## src/rtl/dm_verdict_aggregator_if.sv

```systemverilog
// Verdict aggregator bus: rule-result beats in, packet verdict out.
//   master : upstream/downstream side (drives beats and out_ready)
//   slave  : aggregator side (drives ready, status and verdict fields)
interface dm_verdict_aggregator_if #(
  parameter int unsigned LANES = 2,
  parameter int unsigned IW    = 8
);
  logic             ena;
  logic             start;
  logic [LANES-1:0] match_in;
  logic [LANES-1:0] accept_in;
  logic             default_accept;
  logic             out_ready;
  logic             in_ready;
  logic             busy;
  logic             verdict_valid;
  logic             verdict_accept;
  logic             verdict_hit;
  logic [IW-1:0]    verdict_rule;
  logic             aborted;

  modport master (
    output ena, start, match_in, accept_in, default_accept, out_ready,
    input  in_ready, busy, verdict_valid, verdict_accept, verdict_hit,
           verdict_rule, aborted
  );

  modport slave (
    input  ena, start, match_in, accept_in, default_accept, out_ready,
    output in_ready, busy, verdict_valid, verdict_accept, verdict_hit,
           verdict_rule, aborted
  );
endinterface

```

## src/rtl/dm_verdict_aggregator.sv

```systemverilog
// Firewall packet verdict aggregator: folds LANES rule results per beat over
// RULES/LANES beats into one verdict (MODE 0: AND of accepts, MODE 1:
// first match with default policy) and holds it under ready/valid.
// Ports:
//   clk, rst_n : clock, synchronous active-low reset
//   bus        : slave side of dm_verdict_aggregator_if (beats in, verdict out)
module dm_verdict_aggregator #(
  parameter int unsigned LANES = 2,
  parameter int unsigned RULES = 256,
  parameter int unsigned MODE  = 0
) (
  input  logic                   clk,
  input  logic                   rst_n,
  dm_verdict_aggregator_if.slave bus
);

  localparam int unsigned BEATS = RULES / LANES;
  localparam int unsigned IW    = (RULES > 1) ? $clog2(RULES) : 1;
  localparam int unsigned LW    = (LANES > 1) ? $clog2(LANES) : 1;
  localparam int unsigned CW    = $clog2(BEATS + 1);

  typedef enum logic [1:0] {IDLE, COLLECT, DONE} state_t;

  state_t         state_q, state_d;
  logic [CW-1:0]  cnt_q, cnt_d;
  logic           acc_hit_q, acc_hit_d;
  logic [IW-1:0]  acc_rule_q, acc_rule_d;
  logic           acc_sel_q, acc_sel_d;
  logic           valid_q, valid_d;
  logic           accept_q, accept_d;
  logic           hit_q, hit_d;
  logic [IW-1:0]  rule_q, rule_d;
  logic           aborted_q, aborted_d;
  logic           in_ready_q, in_ready_d;
  logic           busy_q, busy_d;

  logic [LANES-1:0] decide_c;
  logic             beat_hit_c;
  logic [LW-1:0]    lane_c;
  logic             lane_accept_c;
  logic             do_load_c;
  logic             do_fold_c;
  logic [IW-1:0]    beat_rule_c;

  // Per-beat deciding lane: a reject in MODE 0, a match in MODE 1; lowest lane wins
  always_comb begin
    decide_c   = (MODE == 0) ? ~bus.accept_in : bus.match_in;
    beat_hit_c = |decide_c;
    lane_c     = '0;
    for (int k = int'(LANES) - 1; k >= 0; k--) begin
      if (decide_c[k]) lane_c = LW'(k);
    end
    lane_accept_c = bus.accept_in[lane_c];
  end

  // Next-state, accumulator and verdict logic
  always_comb begin
    state_d    = state_q;
    cnt_d      = cnt_q;
    acc_hit_d  = acc_hit_q;
    acc_rule_d = acc_rule_q;
    acc_sel_d  = acc_sel_q;
    valid_d    = valid_q;
    accept_d   = accept_q;
    hit_d      = hit_q;
    rule_d     = rule_q;
    aborted_d  = 1'b0;
    do_load_c  = 1'b0;
    do_fold_c  = 1'b0;

    case (state_q)
      IDLE: begin
        if (bus.ena && bus.start) do_load_c = 1'b1;
      end
      COLLECT: begin
        if (bus.ena) begin
          if (bus.start) begin
            do_load_c = 1'b1;
            aborted_d = 1'b1;
          end else begin
            do_fold_c = 1'b1;
          end
        end
      end
      DONE: begin
        // Handshake cycle frees the verdict and may also accept a start beat
        if (bus.out_ready) begin
          state_d  = IDLE;
          valid_d  = 1'b0;
          accept_d = 1'b0;
          hit_d    = 1'b0;
          rule_d   = '0;
          if (bus.ena && bus.start) do_load_c = 1'b1;
        end
      end
      default: state_d = IDLE;
    endcase

    // Rule index of this beat's deciding lane; a start beat is beat 0
    beat_rule_c = do_load_c ? IW'(lane_c)
                            : IW'(32'(cnt_q) * LANES + 32'(lane_c));

    if (do_load_c) begin
      state_d    = COLLECT;
      cnt_d      = CW'(1);
      acc_hit_d  = beat_hit_c;
      acc_rule_d = beat_rule_c;
      acc_sel_d  = lane_accept_c;
    end

    if (do_fold_c) begin
      cnt_d = cnt_q + CW'(1);
      // Only the first deciding rule is kept
      if (!acc_hit_q && beat_hit_c) begin
        acc_hit_d  = 1'b1;
        acc_rule_d = beat_rule_c;
        acc_sel_d  = lane_accept_c;
      end
    end

    if ((do_load_c || do_fold_c) && (cnt_d == CW'(BEATS))) begin
      state_d  = DONE;
      valid_d  = 1'b1;
      hit_d    = acc_hit_d;
      rule_d   = acc_hit_d ? acc_rule_d : '0;
      accept_d = (MODE == 0) ? !acc_hit_d
                             : (acc_hit_d ? acc_sel_d : bus.default_accept);
    end

    in_ready_d = (state_d != DONE);
    busy_d     = (state_d == COLLECT);
  end

  // State and output registers
  always_ff @(posedge clk) begin
    if (!rst_n) begin
      state_q    <= IDLE;
      cnt_q      <= '0;
      acc_hit_q  <= 1'b0;
      acc_rule_q <= '0;
      acc_sel_q  <= 1'b0;
      valid_q    <= 1'b0;
      accept_q   <= 1'b0;
      hit_q      <= 1'b0;
      rule_q     <= '0;
      aborted_q  <= 1'b0;
      in_ready_q <= 1'b0;
      busy_q     <= 1'b0;
    end else begin
      state_q    <= state_d;
      cnt_q      <= cnt_d;
      acc_hit_q  <= acc_hit_d;
      acc_rule_q <= acc_rule_d;
      acc_sel_q  <= acc_sel_d;
      valid_q    <= valid_d;
      accept_q   <= accept_d;
      hit_q      <= hit_d;
      rule_q     <= rule_d;
      aborted_q  <= aborted_d;
      in_ready_q <= in_ready_d;
      busy_q     <= busy_d;
    end
  end

  assign bus.in_ready       = in_ready_q;
  assign bus.busy           = busy_q;
  assign bus.verdict_valid  = valid_q;
  assign bus.verdict_accept = accept_q;
  assign bus.verdict_hit    = hit_q;
  assign bus.verdict_rule   = rule_q;
  assign bus.aborted        = aborted_q;

endmodule

```

## src/flat_wrapper.sv

```systemverilog
// flat-port wrapper written by rule: the top's interface ports become plain ports
module dm_verdict_aggregator_flat 
#(
  parameter int unsigned LANES = 2,
  parameter int unsigned RULES = 256,
  parameter int unsigned MODE  = 0
)
  (clk, rst_n, bus_ena, bus_start, bus_match_in, bus_accept_in, bus_default_accept, bus_out_ready, bus_in_ready, bus_busy, bus_verdict_valid, bus_verdict_accept, bus_verdict_hit, bus_verdict_rule, bus_aborted);
  dm_verdict_aggregator_if #(.LANES(LANES), .IW(8)) bus_i ();
  input  logic clk;
  input  logic rst_n;
  input wire logic [$bits(bus_i.ena)-1:0] bus_ena;
  input wire logic [$bits(bus_i.start)-1:0] bus_start;
  input wire logic [$bits(bus_i.match_in)-1:0] bus_match_in;
  input wire logic [$bits(bus_i.accept_in)-1:0] bus_accept_in;
  input wire logic [$bits(bus_i.default_accept)-1:0] bus_default_accept;
  input wire logic [$bits(bus_i.out_ready)-1:0] bus_out_ready;
  output wire logic [$bits(bus_i.in_ready)-1:0] bus_in_ready;
  output wire logic [$bits(bus_i.busy)-1:0] bus_busy;
  output wire logic [$bits(bus_i.verdict_valid)-1:0] bus_verdict_valid;
  output wire logic [$bits(bus_i.verdict_accept)-1:0] bus_verdict_accept;
  output wire logic [$bits(bus_i.verdict_hit)-1:0] bus_verdict_hit;
  output wire logic [$bits(bus_i.verdict_rule)-1:0] bus_verdict_rule;
  output wire logic [$bits(bus_i.aborted)-1:0] bus_aborted;
  assign bus_i.ena = bus_ena;
  assign bus_i.start = bus_start;
  assign bus_i.match_in = bus_match_in;
  assign bus_i.accept_in = bus_accept_in;
  assign bus_i.default_accept = bus_default_accept;
  assign bus_i.out_ready = bus_out_ready;
  assign bus_in_ready = bus_i.in_ready;
  assign bus_busy = bus_i.busy;
  assign bus_verdict_valid = bus_i.verdict_valid;
  assign bus_verdict_accept = bus_i.verdict_accept;
  assign bus_verdict_hit = bus_i.verdict_hit;
  assign bus_verdict_rule = bus_i.verdict_rule;
  assign bus_aborted = bus_i.aborted;
  dm_verdict_aggregator #(.LANES(LANES), .RULES(RULES), .MODE(MODE)) u_core (.clk(clk), .rst_n(rst_n), .bus(bus_i));
endmodule
```

## config.mk

```make
export PLATFORM = sky130hd
export DESIGN_NAME = dm_verdict_aggregator_flat
export DESIGN_NICKNAME = d
export VERILOG_FILES = /design/src/rtl/dm_verdict_aggregator_if.sv /design/src/rtl/dm_verdict_aggregator.sv /design/src/flat_wrapper.sv
export SDC_FILE = /design/constraint.sdc
export NUM_CORES = 1
export LEC_CHECK = 0
export BUFFER_PORTS_ARGS = -buffer_cell sky130_fd_sc_hd__buf_2
export CORE_MARGIN = 2
export CORE_UTILIZATION = 61
export CTS_BUF_LIST = sky130_fd_sc_hd__clkbuf_4
export DETAILED_ROUTE_END_ITERATION = 10
export PLACE_DENSITY_LB_ADDON = 0.05
export SKIP_LAST_GASP = 1
export SYNTH_ARGS = -nofsm -noshare
export SYNTH_HDL_FRONTEND = slang
export SYNTH_SLANG_ARGS = --single-unit
```

## constraint.sdc

```tcl
create_clock -name clk -period 4 [get_ports clk]
set_clock_uncertainty 0.05 [all_clocks]
set_input_delay 0.2 -clock clk [delete_from_list [all_inputs] [get_ports clk]]
set_output_delay 0.2 -clock clk [all_outputs]
set_load 0.03 [all_outputs]
```

# --- Yosys cells after proc, flatten, opt, wreduce, memory -nomap -nowiden ---
# Index checks and enable logic that the tools add are counted.
op_classes:
  bitwise: 1
  addsub: 2
  n_eq_ne: 5
  order_cmp: 0
  div: 0
  n_mux: 32
  reduce_logical: 13
  multipliers: 0
  shifts: 0
ops:
  columns: ["cell", "n"]
  rows:
  - ["$mux W8", 10]
  - ["$mux W1", 17]
  - ["$add A8 B1 Y8", 1]
  - ["$add A8 B1 Y8 const B", 1]
  - ["$eq A8 B8 Y1 const B", 1]
  - ["$mux W2", 3]
  - ["$eq A2 B1 Y1 const B", 2]
  - ["$pmux W2 S2", 1]
  - ["$reduce_and A2 Y1", 2]
  - ["$reduce_bool A2 Y1", 2]
  - ["$reduce_or A2 Y1", 2]
  - ["$logic_and A1 B1 Y1", 3]
  - ["$pmux W1 S3", 1]
  - ["$eq A2 B2 Y1 const B", 1]
  - ["$logic_not A1 Y1", 2]
  - ["$logic_not A2 Y1", 1]
  - ["$ne A2 B2 Y1 const B", 1]
  - ["$not A2 Y2", 1]
  - ["$logic_or A1 B1 Y1", 1]
word_totals:
  ramBits: 0
  register_bits: 33
  output_inout_bits: 14
  latchBits: 0
  n_memories: 0
  mem_bits_ro: 0

# --- Logic depth before layout (Yosys ltp) ---
depth:
  ltp_word: 10
  mapped_depth: 8

# --- Worst setup path before layout ---
# No wires, ideal clock.
synth_path:
  path_type: "reg-to-reg"
  startpoint: "reg u_core.state_q[1]"
  endpoint: "reg u_core.hit_q, in the netlist u_core.bus.verdict_hit"
  path_stages_with_launch: 8
  t_arrival_ns: 2.146
  setup_ns: 0.072
  setup_slack_ns: 1.732
  path_cell_list: "dfxtp_1 nand4bb_1 clkbuf_2 or3_4 o31a_1 nor4_4 buf_6 mux2i_1"
synth_via:
  elab_chain_cells: 8
  elab_cells_between_ends: 17
synth_rtl:
  columns: ["element", "line", "rtl"]
  rows:
  - ["start, declared", "dm_verdict_aggregator.sv:24", "state_t state_q, state_d;"]
  - ["start signal, assigned", "dm_verdict_aggregator.sv:150", "state_q <= state_d;"]
  - ["$eq A2 B2 Y1, or another cell as far along", "dm_verdict_aggregator.sv:71", "case (state_q)"]
  - ["$pmux W1 S3", "dm_verdict_aggregator.sv:71", null]
  - ["$mux W8", "dm_verdict_aggregator.sv:103", "if (do_load_c) begin"]
  - ["$mux W8", "dm_verdict_aggregator.sv:111", "if (do_fold_c) begin"]
  - ["$eq A8 B8 Y1", "dm_verdict_aggregator.sv:121", "if ((do_load_c || do_fold_c) && (cnt_d == CW'(BEATS))) begin"]
  - ["$logic_and A1 B1 Y1", "dm_verdict_aggregator.sv:121", null]
  - ["$reduce_bool A2 Y1 (no source line)", null, null]
  - ["$reduce_and A2 Y1 (no source line)", null, null]
  - ["end signal, assigned", "dm_verdict_aggregator.sv:157", "hit_q <= hit_d;"]
  - ["end, declared", "dm_verdict_aggregator.sv:31", "logic hit_q, hit_d;"]
# Several ways; a longest one is shown, not always the timed one.
# A chain may end at the register's enable or synchronous reset.

# --- Final worst setup path ---
layout_path:
  startpoint: "reg u_core.state_q[1]"
  endpoint: "reg u_core.accept_q, in the netlist u_core.bus.verdict_accept"
layout_via:
  elab_chain_cells: 8
  elab_cells_between_ends: 18
layout_rtl:
  columns: ["element", "line", "rtl"]
  rows:
  - ["$eq A2 B2 Y1, or another cell as far along", "dm_verdict_aggregator.sv:71", null]
  - ["$pmux W1 S3", "dm_verdict_aggregator.sv:71", null]
  - ["$mux W8", "dm_verdict_aggregator.sv:103", null]
  - ["$mux W8", "dm_verdict_aggregator.sv:111", null]
  - ["$eq A8 B8 Y1", "dm_verdict_aggregator.sv:121", null]
  - ["$logic_and A1 B1 Y1", "dm_verdict_aggregator.sv:121", null]
  - ["$reduce_bool A2 Y1 (no source line)", null, null]
  - ["$reduce_and A2 Y1 (no source line)", null, null]
  - ["end signal, assigned", "dm_verdict_aggregator.sv:156", "accept_q <= accept_d;"]
  - ["end, declared", "dm_verdict_aggregator.sv:30", "logic accept_q, accept_d;"]
# Several ways; a longest one is shown, not always the timed one.

==> results.json <==
{
  "ys_warn_count": 0,
  "worstPathCellList": "nand4bb_1, or3_4, o31a_1, nor4_4, buf_4, mux2i_1",
  "ctsResizeCount": 0,
  "finalHoldViolations": 0,
  "syn_area_per_cell_um2": 8.58,
  "cp-end-kind": "flop",
  "grt_pass1_vias": 1076,
  "whs_ps": 121,
  "grtUsageTotal": 0.237,
  "syn-num-nets": 178,
  "clock_sinks": 33,
  "wl_per_cell_um": 13.2,
  "path_clk_slew_ps": 100,
  "synth_edf_count": 0,
  "crit_fanout": 11,
  "met2_usage": 0.417,
  "rsz0062_at_grt": "false",
  "cts_buffer_depth": 2,
  "cts_hold_buf": 0,
  "met3_usage": 0.0686,
  "min_period_over_period": 0.636,
  "synth_most_common_cell": "nand2_1",
  "cts_tree": "done",
  "min_period_ps": 2540,
  "pin_count": 24,
  "grt_antenna_before_repair": 0,
  "drive_gt1_frac": 0.178,
  "drv_slew": 0,
  "dieArea_um2": 2750,
  "synth_area_um2": 1430,
  "die_y_um": 52.5,
  "dieWidth_um": 52.5,
  "pre_cts_slack_ps": 1490,
  "antenna_cells": 0,
  "seqCellArea_um2": 661,
  "cts_buffers": 5,
  "via_count": 1229,
  "place_congestion": 0.896,
  "dr.pass1.iters": 4,
  "io_buffers": 20,
  "design.core.area_um2": 2210,
  "criticalPathCategory": "reg -> reg",
  "status": "complete, no violations",
  "synth.top_cell.area_share": 0.461,
  "grt_pass1_wl_um": 4680,
  "cts_setup_buffers": 0,
  "cpPeakStageDelay_ps": 500,
  "syn_inst": 167,
  "routed_via_density": 5.77,
  "grt_overflow_total": 0,
  "required_ps": 4200,
  "grt-busiest-layer": "met2",
  "peakVddDrop_uv": 294,
  "fill_cells": 187,
  "grtUsageMet1": 0.263,
  "seq_area_frac_synth": 0.461,
  "fin_ws_ps": 1460,
  "wl_um": 2810,
  "synth_ff_type": "dfxtp_1",
  "area_growth_pct": 9.87,
  "setup_tns_ps": 0,
  "initial_core_util": 0.648,
  "drv_cap": 0,
  "hold_path_class": "in -> reg",
  "insertion_delay_ps": 330,
  "critPathSlowestCell": "or3_4",
  "synth_area_leaders": "dfxtp_1, nand2_1, mux2i_1",
  "route.detailed.drc": 0,
  "hpwl_um": 2010,
  "crit_arrival_ps": 2740,
  "p_leak_nw": 0.599,
  "multi_input_area_um2": 709,
  "power_density_nw_per_um2": 347,
  "drt-initial-drc-count": 31,
  "max_freq_mhz": 393,
  "tightest_slew_ps": 483,
  "cts_max_level": 2,
  "grt_start_max_net_pins": 19,
  "slew_headroom": 0.678,
  "cts-root-buf": "clkbuf_4",
  "async_flop_share": 0,
  "synthTopCellsByCount": "nand2_1, dfxtp_1, a21oi_1",
  "antenna_left": 0,
  "cp-start-kind": "flop",
  "synth_cell_types": 38,
  "synth_top_cell_by_area": "dfxtp_1",
  "nets": 195,
  "setup_viol": 0,
  "rows": 17,
  "ys_seq_elements": 33
}
kinds of logic (layout without fill, tap and decap cells):
kind of cell | Yosys count | in the layout | share of synthesized area
AO/OA/AOI/OAI | 30 | 30 | 0.131
XOR/XNOR | 1 | 1 | 0.00611
adder cells (fa/ha/maj) | 1 | 1 | 0.00873
buffers and inverters | 14 | 32 | 0.0437
flip-flops | 33 | 33 | 0.461
multiplexers | 11 | 11 | 0.0769
AND/OR/NAND/NOR | 77 | 77 | 0.272
flip-flops by register name, summed over array words and instances, names as in the netlist:
signal / cells
u_core.acc_rule_q: 8
u_core.state_q: 2
u_core.cnt_q: 8
u_core.bus.in_ready: 1
u_core.bus.verdict_hit: 1
u_core.bus.busy: 1
u_core.bus.aborted: 1
u_core.bus.verdict_accept: 1
u_core.bus.verdict_rule: 8
u_core.bus.verdict_valid: 1
u_core.acc_hit_q: 1
power by group:
part / switching (W) / internal (W) / total, W
combinational: 0.0000242 / 0.0000115 / 0.0000356
sequential: 0.00000328 / 0.000332 / 0.000336
clock: 0.000111 / 0.0000635 / 0.000174
area by class of cell:
type | count | area share
Inverter | 3 | 0.00715
Tap cell | 28 | 0.0223
Sequential cell | 33 | 0.420
Timing Repair Buffer | 21 | 0.0684
Clock buffer | 5 | 0.0238
Clock inverter | 3 | 0.00795
Multi-Input combinational cell | 120 | 0.451
critical path: cells and delay by family (launching register included):
family          cells  cell delay, ps
simple gates        3            1230
flops               1             360
compound gates      1             330
buf+inv             1             290
mux                 1             200
layout by cell type (no fill, tap or decap), drive strengths merged, types with 2 or more instances in the layout:
master / n
nand2: 40
dfxtp: 33
buf: 21
a21oi: 14
mux2i: 11
nand3: 10
nor3: 5
clkbuf: 5
nor2: 4
and2: 4
o21ai: 3
o211ai: 3
inv: 3
clkinv: 3
a31oi: 2
or2: 2
o21a: 2
or3: 2
metal layers:
metal,vias up,routed length [µm],part of all wire
met5,-,0,0
met4,0,42,0.015
met3,5,115,0.041
met2,33,1420,0.51
met1,581,1230,0.44
li1,610,-,-
per-stage QoR:
stage | utilization | cells | cell area (µm²) | power [W]
2_1_floorplan | - | 167 | 1430 | 0.000369
3_3_place_gp | 0.689 | 205 | 1520 | 0.000377
3_5_place_dp | 0.689 | 205 | 1520 | 0.000378
4_1_cts | 0.712 | 213 | 1570 | 0.000548
5_1_grt | 0.712 | 213 | 1570 | 0.000567
6_report | 0.712 | 213 | 1570 | 0.000546
final timing paths:
check                              from                         end  slack, ps  depth (start not counted)
min                               rst_n           u_core.state_q[1]        120                          2
max reg2reg           u_core.state_q[1]   u_core.bus.verdict_accept       1460                          6
max                   u_core.state_q[1]   u_core.bus.verdict_accept       1460                          6
min reg2reg  u_core.bus.verdict_rule[6]  u_core.bus.verdict_rule[6]        410                          2
Power figures use the tool's default switching activity.
